**config.mk**
```make
export PLATFORM = sky130hd
export DESIGN_NAME = seq_restoring_divider
export DESIGN_NICKNAME = d
export VERILOG_FILES = /design/src/rtl/seq_restoring_divider.sv
export SDC_FILE = /design/constraint.sdc
export NUM_CORES = 1
export LEC_CHECK = 0
export BUFFER_PORTS_ARGS = -buffer_cell sky130_fd_sc_hd__buf_4
export CAP_MARGIN = 20
export CORE_ASPECT_RATIO = 0.7
export CORE_MARGIN = 2
export CORE_UTILIZATION = 50
export CTS_CLUSTER_SIZE = 24
export DETAILED_ROUTE_END_ITERATION = 8
export HOLD_SLACK_MARGIN = 0.05
export PLACE_DENSITY_LB_ADDON = 0.2
export SLEW_MARGIN = 30
export SYNTH_ARGS = -nofsm -noshare
export SYNTH_HDL_FRONTEND = slang
export SYNTH_SLANG_ARGS = --single-unit
```
**constraint.sdc**
```tcl
create_clock -name clk -period 8.2 [get_ports clk]
set_clock_uncertainty 0.05 [all_clocks]
set_input_delay 0.82 -clock clk [delete_from_list [all_inputs] [get_ports clk]]
set_output_delay 0.82 -clock clk [all_outputs]
set_load 0.005 [all_outputs]
```
**src/rtl/seq_restoring_divider.sv**
```systemverilog
// 8-bit unsigned sequential restoring divider: one quotient bit per clock,
// built around a single ripple borrow subtractor iterated over the operands.

module Rbs (
    input  logic [7:0] i_a,
    input  logic [7:0] i_b,
    input  logic       i_c,
    output logic [7:0] o_diff,
    output logic       o_borrow
);
    logic [8:0] w_bw;

    always_comb begin
        w_bw    = '0;
        o_diff  = '0;
        w_bw[0] = i_c;
        for (int unsigned i = 0; i < 8; i++) begin
            o_diff[i]   = i_a[i] ^ i_b[i] ^ w_bw[i];
            w_bw[i + 1] = (~i_a[i] & i_b[i]) | (~(i_a[i] ^ i_b[i]) & w_bw[i]);
        end
        o_borrow = w_bw[8];
    end
endmodule

module seq_restoring_divider #(
    parameter int WIDTH = 8
) (
    input  logic             clk,
    input  logic             rst,
    input  logic             start,
    input  logic [WIDTH-1:0] dividend,
    input  logic [WIDTH-1:0] divisor,
    output logic [WIDTH-1:0] quotient,
    output logic [WIDTH-1:0] remainder,
    output logic             busy,
    output logic             done,
    output logic             div_by_zero
);
    if (WIDTH != 8) begin : g_width_err
        $error("seq_restoring_divider: WIDTH must be 8 to match Rbs");
    end

    typedef enum logic [1:0] {
        S_IDLE,
        S_RUN,
        S_DONE
    } state_t;

    state_t     r_state;
    state_t     w_next;
    logic [7:0] r_q;
    logic [7:0] r_d;
    logic [7:0] r_r;
    logic [2:0] r_cnt;

    logic [7:0] w_t;
    logic [7:0] w_diff;
    logic       w_borrow;
    logic [7:0] w_r_next;
    logic [7:0] w_q_next;
    logic       w_zero;
    logic       w_last;

    assign w_t      = {r_r[6:0], r_q[7]};
    assign w_r_next = w_borrow ? w_t : w_diff;
    assign w_q_next = {r_q[6:0], ~w_borrow};
    assign w_zero   = (r_d == '0);
    assign w_last   = (r_cnt == 3'd7);

    Rbs u_rbs (
        .i_a      (w_t),
        .i_b      (r_d),
        .i_c      (1'b0),
        .o_diff   (w_diff),
        .o_borrow (w_borrow)
    );

    always_ff @(posedge clk) begin
        if (rst) begin
            r_state <= S_IDLE;
        end else begin
            r_state <= w_next;
        end
    end

    always_comb begin
        w_next = r_state;
        case (r_state)
            S_IDLE:  if (start) w_next = S_RUN;
            S_RUN:   if (w_zero || w_last) w_next = S_DONE;
            S_DONE:  w_next = S_IDLE;
            default: w_next = S_IDLE;
        endcase
    end

    // A zero divisor spends its first cycle in RUN only to inspect the
    // captured value; it is not a division in progress, so busy stays low.
    always_comb begin
        busy = (r_state == S_RUN) && !w_zero;
        done = (r_state == S_DONE);
    end

    // Results are written on the edge entering DONE so they are valid with done.
    always_ff @(posedge clk) begin
        if (rst) begin
            r_q         <= '0;
            r_d         <= '0;
            r_r         <= '0;
            r_cnt       <= '0;
            quotient    <= '0;
            remainder   <= '0;
            div_by_zero <= 1'b0;
        end else begin
            case (r_state)
                S_IDLE: begin
                    if (start) begin
                        r_q         <= dividend;
                        r_d         <= divisor;
                        r_r         <= '0;
                        r_cnt       <= '0;
                        div_by_zero <= 1'b0;
                    end
                end
                S_RUN: begin
                    if (w_zero) begin
                        quotient    <= '1;
                        remainder   <= r_q;
                        div_by_zero <= 1'b1;
                    end else begin
                        r_q   <= w_q_next;
                        r_r   <= w_r_next;
                        r_cnt <= r_cnt + 3'd1;
                        if (w_last) begin
                            quotient  <= w_q_next;
                            remainder <= w_r_next;
                        end
                    end
                end
                default: ;
            endcase
        end
    end
endmodule
```
# --- Word-level counts from Yosys, hierarchy flattened ---
# Cells that the tools add are included.
# Widths: inputs -> output; s select.
op_classes:
  n_addsub: 1
  bitwise_logic: 53
  reduce_logical: 12
  muxes: 20
  eq_ne: 7
op_table:
  columns: ["cell", "n"]
  rows:
  - ["$mux 8", 7]
  - ["$not 1->1", 16]
  - ["$pmux 8 s2", 1]
  - ["$and 1x1->1", 15]
  - ["$xor 1x1->1", 15]
  - ["$mux 7", 2]
  - ["$pmux 7 s2", 1]
  - ["$logic_not 8->1", 1]
  - ["$ne 2x2->1 const B", 4]
  - ["$or 1x1->1", 7]
  - ["$mux 3", 2]
  - ["$pmux 3 s2", 1]
  - ["$reduce_and 2->1", 3]
  - ["$reduce_and 3->1", 2]
  - ["$mux 2", 2]
  - ["$pmux 2 s2", 1]
  - ["$reduce_bool 2->1", 2]
  - ["$add 3x1->3 const B", 1]
  - ["$eq 3x3->1 const B", 1]
  - ["$eq 2x1->1 const B", 1]
  - ["$eq 2x2->1 const B", 1]
  - ["$logic_not 2->1", 1]
  - ["$mux 1", 2]
  - ["$pmux 1 s2", 1]
  - ["other kinds (3)", 3]
totals:
  register_bits: 45
  elab_cells: 101
  inputBits: 19
  out_inout_bits: 19

# --- Logic depth before layout (Yosys ltp) ---
depth:
  ltp_word: 19
  mapped_depth: 16

# --- Hierarchy ---
# A second synthesis with hierarchy kept.
hier_totals:
  cells_unflattened: 232
  area_unflattened_um2: 2183.3
by_module_without_submodules:
  columns: ["mod", "cells_each", "area_per_inst_um2", "n_inst"]
  rows:
  - ["seq_restoring_divider", 206, 1955.6, 1]
  - ["Rbs", 26, 227.7, 1]

# --- Worst setup path before layout ---
# OpenSTA, ideal clock, no wires.
synth_path:
  kind: "register -> register"
  startpoint: "reg r_q[7]"
  endpoint: "reg remainder[4]"
  path_slack_ns: 4.419
  setup_time_ns: 0.122
  stages_incl_launch_ff: 17
  synth_period_minus_slack_ns: 3.781
  arrival_ns: 3.609
  cell_sequence: "dfxtp_1 inv_1 ha_1 fa_1 inv_1 fa_1 fa_1 fa_1 fa_1 inv_1 fa_1 fa_1 clkbuf_1 mux2i_1 o31a_1 nor3_1 a221o_1"
synth_between:
  elab_chain_len: 19
  word_cells_on_any_way: 20
  cone_classes: "3 x mux; 17 x bitwise"
synth_lines:
  columns: ["item", "line", "rtl"]
  rows:
  - ["start, declared", "51", "logic [7:0] r_q;"]
  - ["start signal, assigned", "117", "r_q <= dividend;"]
  - ["start signal, assigned", "130", "r_q <= w_q_next;"]
  - ["$not 1->1 *", "19", "w_bw[i + 1] = (~i_a[i] & i_b[i]) | (~(i_a[i] ^ i_b[i]) & w_bw[i]);"]
  - ["$and 1x1->1 * (2 in a row)", "19", null]
  - ["$or 1x1->1 *", "19", null]
  - ["$and 1x1->1 *", "19", null]
  - ["$or 1x1->1 *", "19", null]
  - ["$and 1x1->1 *", "19", null]
  - ["$or 1x1->1 *", "19", null]
  - ["$and 1x1->1", "19", null]
  - ["[2 not listed]", null, null]
  - ["$or 1x1->1", "19", null]
  - ["$and 1x1->1", "19", null]
  - ["$or 1x1->1", "19", null]
  - ["$and 1x1->1", "19", null]
  - ["$or 1x1->1", "19", null]
  - ["$mux 8 *", "65", "assign w_r_next = w_borrow ? w_t : w_diff;"]
  - ["$mux 8 *", "133", "if (w_last) begin"]
  - ["$mux 8 *", "125", "if (w_zero) begin"]
  - ["end signal, assigned", "127", "remainder <= r_q;"]
  - ["end signal, assigned", "135", "remainder <= w_r_next;"]
  - ["end, declared", "34", "output logic [WIDTH-1:0] remainder,"]
# Every way passes the cells marked *; elsewhere a longest branch is shown, timed or not. The select of a mux whose other input is x is not followed.
# A chain may end at the register's enable or synchronous reset.

# --- Worst setup path in the final report ---
layout_path:
  startpoint: "reg r_q[7]"
  endpoint: "reg remainder[3]"
layout_between:
  elab_chain_len: 19
  word_cells_on_any_way: 20
  cone_classes: "3 x mux; 17 x bitwise"
layout_lines:
  columns: ["item", "line"]
  rows:
  - ["$not 1->1 *", "19"]
  - ["$and 1x1->1 * (2 in a row)", "19"]
  - ["$or 1x1->1 *", "19"]
  - ["$and 1x1->1 *", "19"]
  - ["$or 1x1->1 *", "19"]
  - ["$and 1x1->1", "19"]
  - ["$or 1x1->1", "19"]
  - ["$and 1x1->1", "19"]
  - ["[2 not listed]", null]
  - ["$or 1x1->1", "19"]
  - ["$and 1x1->1", "19"]
  - ["$or 1x1->1", "19"]
  - ["$and 1x1->1", "19"]
  - ["$or 1x1->1", "19"]
  - ["$mux 8 *", "65"]
  - ["$mux 8 *", "133"]
  - ["$mux 8 *", "125"]
# Marked as above.

==> flow_summary.toml <==
[timing]
worst_pin_slew_ns = 0.639
finalCritPeriodShare_pct = 49.5
fin_ws_ns = 4.14
rsz0062_at_grt = "false"
fin_hold_ws_ns = 0.410
clock.fmax_mhz = 246
slew_violations = 0
finalHoldViolations = 0
slew-limit-headroom_pct = 57.3
setup_viol = 0
fin_crit_ns = 4.06
fin_setup_tns_ns = 0

[yosys]
ys_seq_area_share_pct = 41.6
synthMuxAreaShare_pct = 1.85
synthAdderAreaFrac_pct = 8.21
syn_nets = 268
synth_top_area_cell = "dfxtp_1"
synth-simple-area-share_pct = 23.3
ys.flop_type = "dfxtp_1"
synth_top_area_share_pct = 41.6
synth_cell_types = 40
yosys_warnings = 0
synthCells = 239
synth_area_mm2 = 0.00216
synth_common_cells = "dfxtp_1 (45), nand2_1 (37), nor2_1 (22)"
synth-seq-cells = 45
avgSynthCellArea_um2 = 9.05
synth_top_family_by_area = "simple AND/OR/NAND/NOR gates"
synth.most_common_cell = "dfxtp_1"
synth_xor_area_share_pct = 0
synth_edf_count = 0
synth-compound-area-share_pct = 20.1
async_flop_share_pct = 0
netlist_top_cells_area = "dfxtp_1 (42%), fa_1 (6.5%), nand2_1 (6.4%)"

[outcome]
status = "finished, final reports clean"

[detailed_routing]
ant_nets = 0
detail_route.vias_per_cell = 5.82
drt-initial-drc-count = 82
drt_pre_antenna_iters = 4
totalWireLength_um = 5240
drc = 0
wl_per_cell_um = 16.1
vias = 1891

[floorplan]
row_count = 19
ioPinCount = 38
start_util_pct = 53.5
die_x_um = 82.6
die_h_um = 59.0
core-area_mm2 = 0.00404
dieArea_mm2 = 0.00488

[global_routing]
grtUsageMet1_pct = 35.0
grt.busiest_layer = "met1"
grt_pass1_wl_um = 8610
use_met3_pct = 7.77
grt_max_degree = 41
grt_usage_pct = 23.5
grt_use_met2_pct = 33.2
gr-total-overflow = 0
grt_pass1_vias = 1791
antenna_found_initial = 0

[job]
cap_violations = 0

[finish]
nFillCells = 354
fin_nets = 301
fin_cells = 325
syn_to_final_growth_pct = 19.0
final-seq-area_um2 = 901
multi_input_area_mm2 = 0.00115
diodes = 0
drive_gt1_share_pct = 20.1

[critical_path]
crit_chain = "inv_1, ha_1, fa_1, inv_1, fa_1, fa_1, fa_1, fa_1, inv_1, fa_1, fa_1, mux2i_1, o31a_1, nor3_1, a221o_1"
start_kind = "flop"
reg2reg_from = "r_q[7]$_SDFFE_PP0P_"
crit_path_frequent_cell = "fa_1"
cpPeakStageDelay_ns = 0.50
regToRegEndpoint = "remainder[3]$_SDFFE_PP0P_"
required_ns = 8.35
crit_arrival_ns = 4.21
cpMaxStageDelayCell = "fa_1"
r2r_cells = 15
end_kind = "flop"
worst-path-max-fanout = 13
r2r_setup_slack_ns = 4.14
worstSetupPathType = "flop to flop"

[clocking]
cts_buffers = 5
cts_resized = 0
postCtsSetupBuffers = 0
cts.sinks = 45
clkLatencyLatePin_ns = 0.31
cts_hold_buf = 0
tritoncts = "built"
cts-root-buf = "clkbuf_8"
h-tree-depth = 2
clk_pin_slew_worst_paths_ns = 0.09
clockBufferDepth = 2

[place]
port_buffers = 37
hpwl_um = 3730
place_congestion = 0.930
pre_cts_slack_ns = 4.18
post-place-cells = 317

[power]
irDropWorstVdd_uv = 141
p_leak_nw = 1.04
power_density_mw_per_mm2 = 214

[min_path]
hp-start = "r_cnt[1]$_SDFFE_PP0P_"
min_path_cells = 2
hold_end = "r_cnt[1]$_SDFFE_PP0P_"
hold_path_class = "flop to flop"
[logic make-up after synthesis]
kind of cell | Yosys count
AND/OR/NAND/NOR | 100
AO/OA/AOI/OAI | 55
flip-flops | 45
buffers and inverters | 25
adder cells (fa/ha/maj) | 10
multiplexers | 4
[final cells by class]
class	count	share of cell area (%)
multi-input cells	169	44.8
well taps	52	2.53
clock inverters	2	1.46
repair buffers	38	11.1
inverters	13	1.90
clock buffers	6	3.21
flip-flops and latches	45	35.0
[through the flow]
| step | area [um2] | power (mW) | util, % |
|---|---|---|---|
| CTS | 2570 | 0.553 | 63.7 |
| global placement | 2450 | 0.373 | 60.7 |
| global route | 2570 | 0.578 | 63.7 |
| detailed placement | 2450 | 0.377 | 60.7 |
| finish | 2570 | 0.551 | 63.7 |
| floorplan | 2160 | 0.335 | - |
[power by group]
group	internal (mW)	switching [mW]
logic	0.0527	0.0681
registers	0.236	0.0164
clock network	0.0991	0.0785
[metal layers]
metal | up-vias | part of all wire (%)
met4 | 0 | 0.95
met1 | 929 | 52
met3 | 7 | 5.7
li1 | 912 | -
met2 | 43 | 41
met5 | - | 0
[placed cells by master (no fill, tap or decap), types with 6 or more instances in the layout]
cell / count
buf_4: 38
dfxtp_1: 45
nand2b_1: 13
o221a_1: 8
a21oi_1: 10
a221o_1: 8
nand3_1: 8
fa_1: 7
inv_1: 12
nand2_1: 37
nor2_1: 22
nor3_1: 7
a31oi_1: 7
clkbuf_8: 6
[how the worst max path moves through the flow]
stage	startpoint	end	slack, ns
global route	r_q[7]$_SDFFE_PP0P_	remainder[3]$_SDFFE_PP0P_	3.93
floorplan	r_q[7]$_SDFFE_PP0P_	remainder[4]$_SDFFE_PP0P_	4.42
CTS	r_q[7]$_SDFFE_PP0P_	remainder[5]$_SDFFE_PP0P_	4.17
detailed placement	r_q[7]$_SDFFE_PP0P_	remainder[5]$_SDFFE_PP0P_	4.18
global placement	r_q[7]$_SDFFE_PP0P_	remainder[5]$_SDFFE_PP0P_	4.38
finish	r_q[7]$_SDFFE_PP0P_	remainder[3]$_SDFFE_PP0P_	4.14
[worst max-delay path, delay by kind of cell, from the launching register on]
kind	cells	cell delay, ns
AOI/OAI and AO/OA	2	0.42
adders and majority gates	8	2.56
buffers and inverters	3	0.20
DFF	1	0.34
muxes	1	0.31
and+or+nand+nor	1	0.04
[state kept, by name (all words and copies together), names as in the netlist]
name / flops
remainder: 8
r_state: 2
quotient: 8
r_r: 7
r_q: 8
r_d: 8
div_by_zero: 1
r_cnt: 3
Power figures use the tool's default switching activity.
